[config.mk]
export PLATFORM = sky130hd
export DESIGN_NAME = pwm_generate
export DESIGN_NICKNAME = d
export VERILOG_FILES = /design/src/rtl/pwm_generate.sv
export SDC_FILE = /design/constraint.sdc
export NUM_CORES = 1
export LEC_CHECK = 0
export ABC_AREA = 1
export CELL_PAD_IN_SITES_DETAIL_PLACEMENT = 1
export CELL_PAD_IN_SITES_GLOBAL_PLACEMENT = 2
export CORE_ASPECT_RATIO = 1.5
export CORE_MARGIN = 2
export CORE_UTILIZATION = 35
export DETAILED_ROUTE_END_ITERATION = 12
export PLACE_DENSITY_LB_ADDON = 0.05
export SETUP_SLACK_MARGIN = 0.4
export SLEW_MARGIN = 30
export SYNTH_ARGS = -nofsm -noshare
export SYNTH_HDL_FRONTEND = slang
export SYNTH_SLANG_ARGS = --single-unit
[constraint.sdc]
create_clock -name clk -period 7.8 [get_ports clk]
set_clock_uncertainty 0.1 [all_clocks]
set_input_delay 1.56 -clock clk [delete_from_list [all_inputs] [get_ports clk]]
set_output_delay 1.56 -clock clk [all_outputs]
set_load 0.005 [all_outputs]
[src/rtl/pwm_generate.sv]
// Periodic PWM generator with double-buffered high/period configuration.
// Optional one-shot mode (trigger/done ports) is enabled by defining PWM_ONESHOT_EN.
module pwm_generate #(
    parameter int unsigned WIDTH = 16
) (
    input  logic             clk,
    input  logic             reset,
    input  logic             enable,
    input  logic             cfg_valid,
    output logic             cfg_ready,
    input  logic [WIDTH-1:0] cfg_high,
    input  logic [WIDTH-1:0] cfg_period,
`ifdef PWM_ONESHOT_EN
    input  logic             trigger,
    output logic             done,
`endif
    output logic             pwm_out,
    output logic             period_start,
    output logic             cfg_error
);

    typedef enum logic {
        IDLE = 1'b0,
        RUN  = 1'b1
    } state_e;

    state_e           state_q, state_d;
    logic [WIDTH-1:0] count_q, count_d;
    logic [WIDTH-1:0] high_q, high_d;
    logic [WIDTH-1:0] period_q, period_d;
    logic [WIDTH-1:0] pend_high_q, pend_high_d;
    logic [WIDTH-1:0] pend_period_q, pend_period_d;
    logic             pend_full_q, pend_full_d;
    logic             pwm_q, pwm_d;
    logic             ps_q, ps_d;
    logic             err_q, err_d;
    logic             ready_q, ready_d;

    logic xfer;
    logic cfg_ok;
    logic at_wrap;
    logic go;

    assign xfer    = cfg_valid && ready_q;
    assign cfg_ok  = (cfg_period != '0);
    assign at_wrap = (state_q == RUN) && (count_q == (period_q - WIDTH'(1)));

`ifdef PWM_ONESHOT_EN
    logic oneshot_q, oneshot_d;
    logic done_q, done_d;
    assign go = (period_q != '0) && (enable || trigger);
`else
    assign go = (period_q != '0) && enable;
`endif

    // State and datapath registers
    always_ff @(posedge clk) begin
        if (reset) begin
            state_q       <= IDLE;
            count_q       <= '0;
            high_q        <= '0;
            period_q      <= '0;
            pend_high_q   <= '0;
            pend_period_q <= '0;
            pend_full_q   <= 1'b0;
            pwm_q         <= 1'b0;
            ps_q          <= 1'b0;
            err_q         <= 1'b0;
            ready_q       <= 1'b1;
`ifdef PWM_ONESHOT_EN
            oneshot_q     <= 1'b0;
            done_q        <= 1'b0;
`endif
        end else begin
            state_q       <= state_d;
            count_q       <= count_d;
            high_q        <= high_d;
            period_q      <= period_d;
            pend_high_q   <= pend_high_d;
            pend_period_q <= pend_period_d;
            pend_full_q   <= pend_full_d;
            pwm_q         <= pwm_d;
            ps_q          <= ps_d;
            err_q         <= err_d;
            ready_q       <= ready_d;
`ifdef PWM_ONESHOT_EN
            oneshot_q     <= oneshot_d;
            done_q        <= done_d;
`endif
        end
    end

    // Next-state: period counter, boundary swap of pending config, config intake
    always_comb begin
        state_d       = state_q;
        count_d       = count_q;
        high_d        = high_q;
        period_d      = period_q;
        pend_high_d   = pend_high_q;
        pend_period_d = pend_period_q;
        pend_full_d   = pend_full_q;
`ifdef PWM_ONESHOT_EN
        oneshot_d     = oneshot_q;
`endif
        unique case (state_q)
            IDLE: begin
                count_d = '0;
                if (go) begin
                    state_d = RUN;
`ifdef PWM_ONESHOT_EN
                    oneshot_d = !enable;
`endif
                end
            end
            RUN: begin
                if (at_wrap) begin
                    count_d = '0;
                    if (pend_full_q) begin
                        high_d      = pend_high_q;
                        period_d    = pend_period_q;
                        pend_full_d = 1'b0;
                    end
                    if (!enable) begin
                        state_d = IDLE;
                    end
`ifdef PWM_ONESHOT_EN
                    oneshot_d = 1'b0;
`endif
                end else begin
                    count_d = count_q + WIDTH'(1);
                end
            end
            default: state_d = IDLE;
        endcase

        // A config accepted while idle goes straight to active; while running it waits
        if (xfer && cfg_ok) begin
            if (state_q == IDLE) begin
                high_d   = cfg_high;
                period_d = cfg_period;
            end else begin
                pend_high_d   = cfg_high;
                pend_period_d = cfg_period;
                pend_full_d   = 1'b1;
            end
        end
    end

    // Outputs are computed from next-state values so the registers line up with count
    always_comb begin
        pwm_d   = (state_d == RUN) && (count_d < high_d);
        ps_d    = (state_d == RUN) && (count_d == '0);
        err_d   = xfer && !cfg_ok;
        ready_d = !pend_full_d;
`ifdef PWM_ONESHOT_EN
        done_d  = at_wrap && !enable && oneshot_q;
`endif
    end

    assign pwm_out      = pwm_q;
    assign period_start = ps_q;
    assign cfg_error    = err_q;
    assign cfg_ready    = ready_q;
`ifdef PWM_ONESHOT_EN
    assign done         = done_q;
`endif

endmodule
== Yosys cells after proc, flatten, opt, wreduce, memory -nomap -nowiden ==
Cells that the tools add are included.
Storage, ports and cells
  output and inout bits: 4
  bits of input ports: 36
  bits in registers: 86
  logic and storage cells: 49
Operators by class
  bitwise operators: 1
  multiplexer cells: 20
  equal/unequal tests: 1
  order comparisons: 1
  $add $sub $neg: 2
  reductions and logical operators: 13
Operators by type and width (number)
  $mux W16: 11
  $pmux W16 S2: 1
  $reduce_bool A16 Y1: 2
  $add A16 B1 Y16 const B: 1
  $eq A16 B16 Y1: 1
  $logic_not A16 Y1: 1
  $lt A16 B16 Y1: 1
  $sub A16 B1 Y16 const B: 1
  $logic_and A1 B1 Y1: 7
  $mux W1: 7
  $logic_not A1 Y1: 2
  $pmux W1 S2: 1
  $reduce_and A2 Y1: 1
  $not A1 Y1: 1

== Logic depth before layout (Yosys ltp) ==
Gate-level depths: netlist of run 1.
  word-level depth: 9
  depth in mapped cells: 25
  gate-level depth less buffers: 24

== Least setup slack after synthesis of run 1 ==
No wires, ideal clock.
  path kind: input to register
  start point: input cfg_period[4]
  end point: register pwm_q (netlist: pwm_out)
  stages: 14
  setup time: 70 ps
  data arrival time: 3499 ps
  data required time: 7630 ps
  path buffers: 1
  slack: 4131 ps
  cell sequence: nor4_1 -> nand4_1 -> nand3_1 -> nor2_1 -> clkinv_1 -> clkbuf_1 -> o211ai_1 -> o21ai_1 -> ha_1 -> nand4_1 -> a31oi_1 -> a211oi_1 -> o211ai_1 -> a21oi_1
Between the ends
  longest elaborated chain between the ends: 5
RTL lines
  from (decl): line 12  | input logic [WIDTH-1:0] cfg_period,
  $reduce_bool A16 Y1: line 45  | assign cfg_ok = (cfg_period != '0);
  $logic_and A1 B1 Y1: line 137  | if (xfer && cfg_ok) begin
  $mux W16: line 137
  $lt A16 B16 Y1: line 151  | pwm_d = (state_d == RUN) && (count_d < high_d);
  $logic_and A1 B1 Y1: line 151
  to (signal assigned): line 82  | pwm_q <= pwm_d;
  to (decl): line 34  | logic pwm_q, pwm_d;
No other way between the ends.
A chain may end at the register's enable or synchronous reset.

== Final worst setup path of run 1 ==
  start point: input cfg_period[8]
  end point: register pwm_q (netlist: pwm_out)
Same word-level chain as after synthesis.

==> results of run 1 <==
==> final cells by class <==
type / instances / area [µm²] / area share (%)
clock buffers: 11 / 243 / 4.40
clock inverters: 4 / 30.0 / 0.544
inverters: 105 / 394 / 7.14
multi-input cells: 461 / 2500 / 45.3
flip-flops and latches: 86 / 1720 / 31.2
well taps: 162 / 203 / 3.67
repair buffers: 44 / 428 / 7.75
==> synthesized netlist by cell type, drive strengths merged <==
master | instances | area share (%)
xnor2 | 9 | 1.7
nor4 | 6 | 0.79
o211ai | 31 | 4.9
a211oi | 2 | 0.32
a31oi | 3 | 0.40
a21oi | 57 | 6.0
dfxtp | 86 | 36
o21ai | 63 | 6.6
nand2 | 101 | 8.0
nor2 | 79 | 6.9
nor3 | 11 | 1.2
nand3 | 37 | 4.0
ha | 17 | 4.5
inv | 104 | 8.2
xor2 | 13 | 2.4
nand3b | 8 | 1.5
nand4 | 14 | 1.8
clkinv | 1 | 0.079
a22oi | 3 | 0.58
clkbuf | 25 | 2.0
mux2 | 1 | 0.24
or2 | 6 | 0.79
buf | 5 | 0.71
==> worst max-delay path, stage by stage <==
cell             delay [ps]
clkdlybuf4s50_1         450
nor4_1                  460
nand4_1                 210
nand3_1                 110
nor2_1                   50
buf_4                   230
clkinv_1                 60
buf_4                   420
o211ai_1                160
o21ai_1                 140
ha_1                    290
nand4_1                 120
a31oi_1                  60
a211oi_1                220
o211ai_1                130
a21oi_1                 120
==> registers in the layout, indices dropped and copies added (netlist names) <==
name	flops
period_q	16
period_start	1
cfg_ready	1
pwm_out	1
pend_high_q	16
state_q	1
cfg_error	1
pend_period_q	16
high_q	16
pend_full_q	1
count_q	16
==> where the power goes <==
part | switching (W) | internal [W] | total [W]
clock | 0.000185 | 0.000225 | 0.000410
sequential | 0.0000227 | 0.000468 | 0.000490
combinational | 0.000143 | 0.0000891 | 0.000232
==> logic make-up after synthesis <==
group | after synthesis
DFF | 86
AOI/OAI and AO/OA | 159
muxes | 1
adders and majority gates | 17
and+or+nand+nor | 262
buffers and inverters | 135
xor gates and xnor gates | 22
==> per-stage QoR <==
step                area [µm²]  total power [W]  setup WS, ps  hold WS (ps)
floorplan                 4740         0.000653          4130           319
global placement          5250         0.000727          2950           332
detailed placement        5250         0.000735          2780           333
CTS                       5520          0.00115          3110           343
global route              5520          0.00120          2790           378
finish                    5520          0.00113          3140           341
==> how the worst max path moves through the flow <==
stage | startpoint | end | slack, ps | depth (start not counted)
final | cfg_period[8] | pwm_out | 3140 | 16
after detailed placement | cfg_period[8] | pwm_out | 2780 | 16
after CTS | cfg_period[8] | pwm_out | 3110 | 16
after global routing | cfg_period[8] | pwm_out | 2790 | 16
after global placement | cfg_period[15] | pwm_out | 2950 | 16
after floorplan | cfg_period[4] | pwm_out | 4130 | 14
==> metal layers <==
layer / vias up / GRT usage, % / part of all wire, %
met4: 0 / 5.48 / 1.3
met3: 18 / 3.02 / 1.7
met1: 2145 / 22.6 / 40
met2: 39 / 42.8 / 57
met5: - / 0 / 0
li1: 2295 / - / -
==> out/results.tsv, run 1 <==
metric	value	unit
ant diodes	0	
clk buf depth	2	
Root Buffer	clkbuf_16	
number of max-slew violations in the final report	0	
VDD IR max	0.112	mV
DRC	0	
synthesis-to-layout area growth	16.4	%
largest family of logic cells by synthesized area	simple AND/OR/NAND/NOR gates	
Static Leak	2.37	nW
Total Nets Final	760	
sequential area share after synthesis	36.3	%
length of the first detailed-routing pass in iterations	4	
fill count	1674	
FP Rows	52	
Synth Area in Simple Gates	25.1	%
fmax	215	MHz
worst hold path depth	2	
Least-Margin Pin Slew	801	ps
GRT overflow	0	
Synthesis Warnings	0	
min cycle time layout	4660	ps
Vias	4497	
Die H	147	µm
largest net degree at the start of global routing	63	
Routed Antenna Nets	0	
die area	14500	µm²
final hold viol count	0	
Post-Synth XOR/XNOR Area	4.06	%
# IOs	40	
power per cell area	205	nW/µm²
port buffer count	39	
routed wire length	14900	µm
Post-Syn Nets	735	
initial antenna violation count	0	
GP Congestion	0.870	
post-CTS setup buffers	0	
Core ar.	13300	µm²
average wire per standard cell	17.1	µm
Synth Area per Inst	6.95	µm²
setup TNS	0	ps
Placed Cells	858	
Die X	99.1	µm
adder-cell share of the synthesized area	4.48	%
most common cell after layout, fill and taps aside	inv_1	
proportion of layout cells with a drive suffix above 1	4.64	%
later-pin clock latency in the skew report	340	ps
setup slack, reg-to-reg	3210	ps
#FFs+latches synth	86	
commonest non-fill, non-tap cells in the layout	104 x inv_1, 101 x nand2_1, 86 x dfxtp_1	
Finish-stage setup viols	0	
Post-Synthesis Cells	682	
R2R cell count	22	
CTS H-tree lvls	3	
Post-CTS Resized	0	
worst hold path type	reg -> reg	
crit path kind	in -> reg	
CP Capture Type	register	
Startpoint Class	input pin	
dpl hpwl	11500	µm
Final Non-Filler Cells	873	
first-pass GRT wire length	24500	µm
overall routing resource usage	21.4	%
mux cell area share after synthesis	0.237	%
Starting Density	35.6	%
fin util	41.4	%
RSZ-0062 raised after global routing	no	
R2R Path End	pwm_out	
number of global-route vias before repair	4847	
Max-cap violations	0	
Clock Pin Slew Worst Setup and Hold Paths	70	ps
max-slew headroom at the worst pin	46.6	%
WP data arrival	4830	ps
WP data required	7970	ps
Clock Sinks	86	
worst flop-to-flop path startpoint	period_q[0]	
worst-path maximum fanout	44	
Final period util	59.7	%
status	finished, final reports clean	
Synth Area in Compound Gates	18.9	%
total CTS buffers	9	
Yosys cell types	32	
CTS tree	done	
Hold-fix buffers, CTS	0	
hold path endpoint	pend_high_q[11]	
hold_sp	pend_high_q[11]	
DRT iter0 DRCs	118	
Vias per Instance	5.15	
Synth Cell Area	4740	µm²
No activity file was read; power rests on OpenSTA's default activity.
==> run 2: changes to the inputs <==
CORE_UTILIZATION = 33   (was 35)
clock period = 4.46 ns   (was 7.8 ns; I/O delays follow)
==> run 2 against run 1 <==
Against the previous run: sequential share of layout area is 1.2 points lower; power increased by 76%; first-iteration DRC count rose by 13%; register-to-register slack got worse by 2500 ps.
==> out/results.tsv, run 2 (synthesis gave the netlist of run 1 again) <==
metric	value	unit	change
status	finished, final reports clean		
proportion of layout cells with a drive suffix above 1	7.28	%	+2.6 points
setup slack, reg-to-reg	700	ps	-2510 ps
Place WS	322	ps	-2450 ps
length of the first detailed-routing pass in iterations	4		unchanged
average wire per standard cell	17.1	µm	+0.22%
Core ar.	14100	µm²	+5.4%
WP data required	4630	ps	-3340 ps
Starting Density	33.7	%	-1.8 points
Die X	102	µm	+2.9%
fill count	1811		+8.2%
final hold viol count	0		unchanged
Multi-input gate area	2540	µm²	+1.5%
R2R Path End	pwm_out		
FP Rows	53		+1.9%
clk buf depth	2		unchanged
commonest non-fill, non-tap cells in the layout	104 x inv_1, 101 x nand2_1, 85 x dfxtp_1		
max-slew headroom at the worst pin	57.3	%	+11 points
Clock Sinks	86		unchanged
Die H	151	µm	+2.9%
power per cell area	347	nW/µm²	+69%
CTS tree	done		
Finish-stage setup viols	0		unchanged
routed wire length	15700	µm	+5.6%
worst hold path depth	2		unchanged
VDD IR max	0.155	mV	+39%
worst hold path type	reg -> reg		
Hold-fix buffers, CTS	0		unchanged
hold_sp	pend_high_q[10]		
Vias	4655		+3.5%
CTS H-tree lvls	3		unchanged
later-pin clock latency in the skew report	340	ps	about the same
R2R cell count	23		+4.5%
sequential cell area	1720	µm²	about the same
port buffer count	39		unchanged
number of global-route vias before repair	4886		+0.80%
Max-cap violations	0		unchanged
Vias per Instance	5.06		-1.8%
Total Nets Final	776		+2.1%
GRT overflow	0		unchanged
Final period util	84.5	%	
setup TNS	0	ps	unchanged
overall routing resource usage	21.6	%	+0.21 points
fmax	265	MHz	
Routed Antenna Nets	0		unchanged
RSZ-0062 raised after global routing	no		
hold path endpoint	pend_high_q[10]		
DRC	0		unchanged
first-pass GRT wire length	25200	µm	+3.0%
CP Capture Type	register		
# IOs	40		unchanged
GP Congestion	0.874		+0.39%
largest net degree at the start of global routing	50		-21%
number of max-slew violations in the final report	0		unchanged
Startpoint Class	input pin		
most common cell after layout, fill and taps aside	inv_1		
die area	15400	µm²	+5.9%
Static Leak	2.48	nW	+4.4%
Least-Margin Pin Slew	637	ps	-164 ps
worst flop-to-flop path startpoint	period_q[1]		
total CTS buffers	9		unchanged
Root Buffer	clkbuf_16		
final worst slack	691	ps	-2450 ps
dpl hpwl	12100	µm	+5.6%
synthesis-to-layout area growth	21.1	%	
worst-path maximum fanout	23		-48%
crit path kind	in -> reg		
min cycle time layout	3770	ps	
ant diodes	0		unchanged
initial antenna violation count	0		unchanged
Clock Pin Slew Worst Setup and Hold Paths	70	ps	about the same
DRT iter0 DRCs	133		+13%
WP data arrival	3940	ps	-890 ps
-- run 2: changes by cell type in the layout (fill, tap and decap cells not counted), sizes merged --
cell,delta
nand3b,+1
buf,+14
inv,+2
clkinv,-1
clkinvlp,+1
-- run 2: cell type report --
cell class,instances,share of cell area [%]
clock inverters,6,0.871
repair buffers,59,9.93
inverters,105,6.86
flip-flops and latches,86,30.0
clock buffers,10,3.99
multi-input cells,462,44.2
well taps,192,4.18
-- run 2: how the worst max path moves through the flow --
stage | from | endpoint | slack (ps) | cells past startpoint
CTS | period_q[0] | pwm_out | 440 | 23
global placement | cfg_period[5] | pwm_out | 390 | 14
global route | period_q[7] | pwm_out | 350 | 19
floorplan | period_q[0] | pwm_out | 1290 | 23
finish | cfg_period[5] | pwm_out | 690 | 14
detailed placement | cfg_period[5] | pwm_out | 320 | 14
-- run 2: repair_timing --
action | in CTS | in global routing
cloned | 0 | 2
pin swaps | 0 | 3
setup endpoints to repair | 1 | 1
resized for setup | 1 | 7
setup buffers | 0 | 9
-- run 2: stage by stage --
stage | cells | utilization (%) | cell area, µm² | hold WS, ps | power, W
after floorplan | 682 | - | 4740 | 319 | 0.00114
after global placement | 893 | 37.9 | 5320 | 331 | 0.00128
after detailed placement | 893 | 37.9 | 5320 | 337 | 0.00129
after CTS | 909 | 39.9 | 5600 | 346 | 0.00202
after global routing | 920 | 40.9 | 5740 | 374 | 0.00212
final | 920 | 40.9 | 5740 | 346 | 0.00200
-- run 2: critical path: stages --
cell and delay [ps]:
clkdlybuf4s50_1 460, nor4_1 480, nand4_1 260, nand3_1 130
nor2_1 60, clkinv_1 390, o211ai_1 170, o21ai_1 150
ha_1 310, nand4_1 120, a31oi_1 50, a211oi_1 170
o211ai_1 160, a21oi_1 130
-- run 2: routing by layer --
metal  GRT usage (%)  wire, µm  part of all wire [%]
met1            22.4      6060                    39
met2            43.1      9060                    58
met3            2.49       257                   1.6
met4            7.53       361                   2.3
met5               0         0                     0
-- run 2: where the power goes --
group	internal, W	switching (W)
Sequential	0.000818	0.0000413
Combinational	0.000165	0.000251
Clock	0.000386	0.000334
Total	0.00137	0.000626
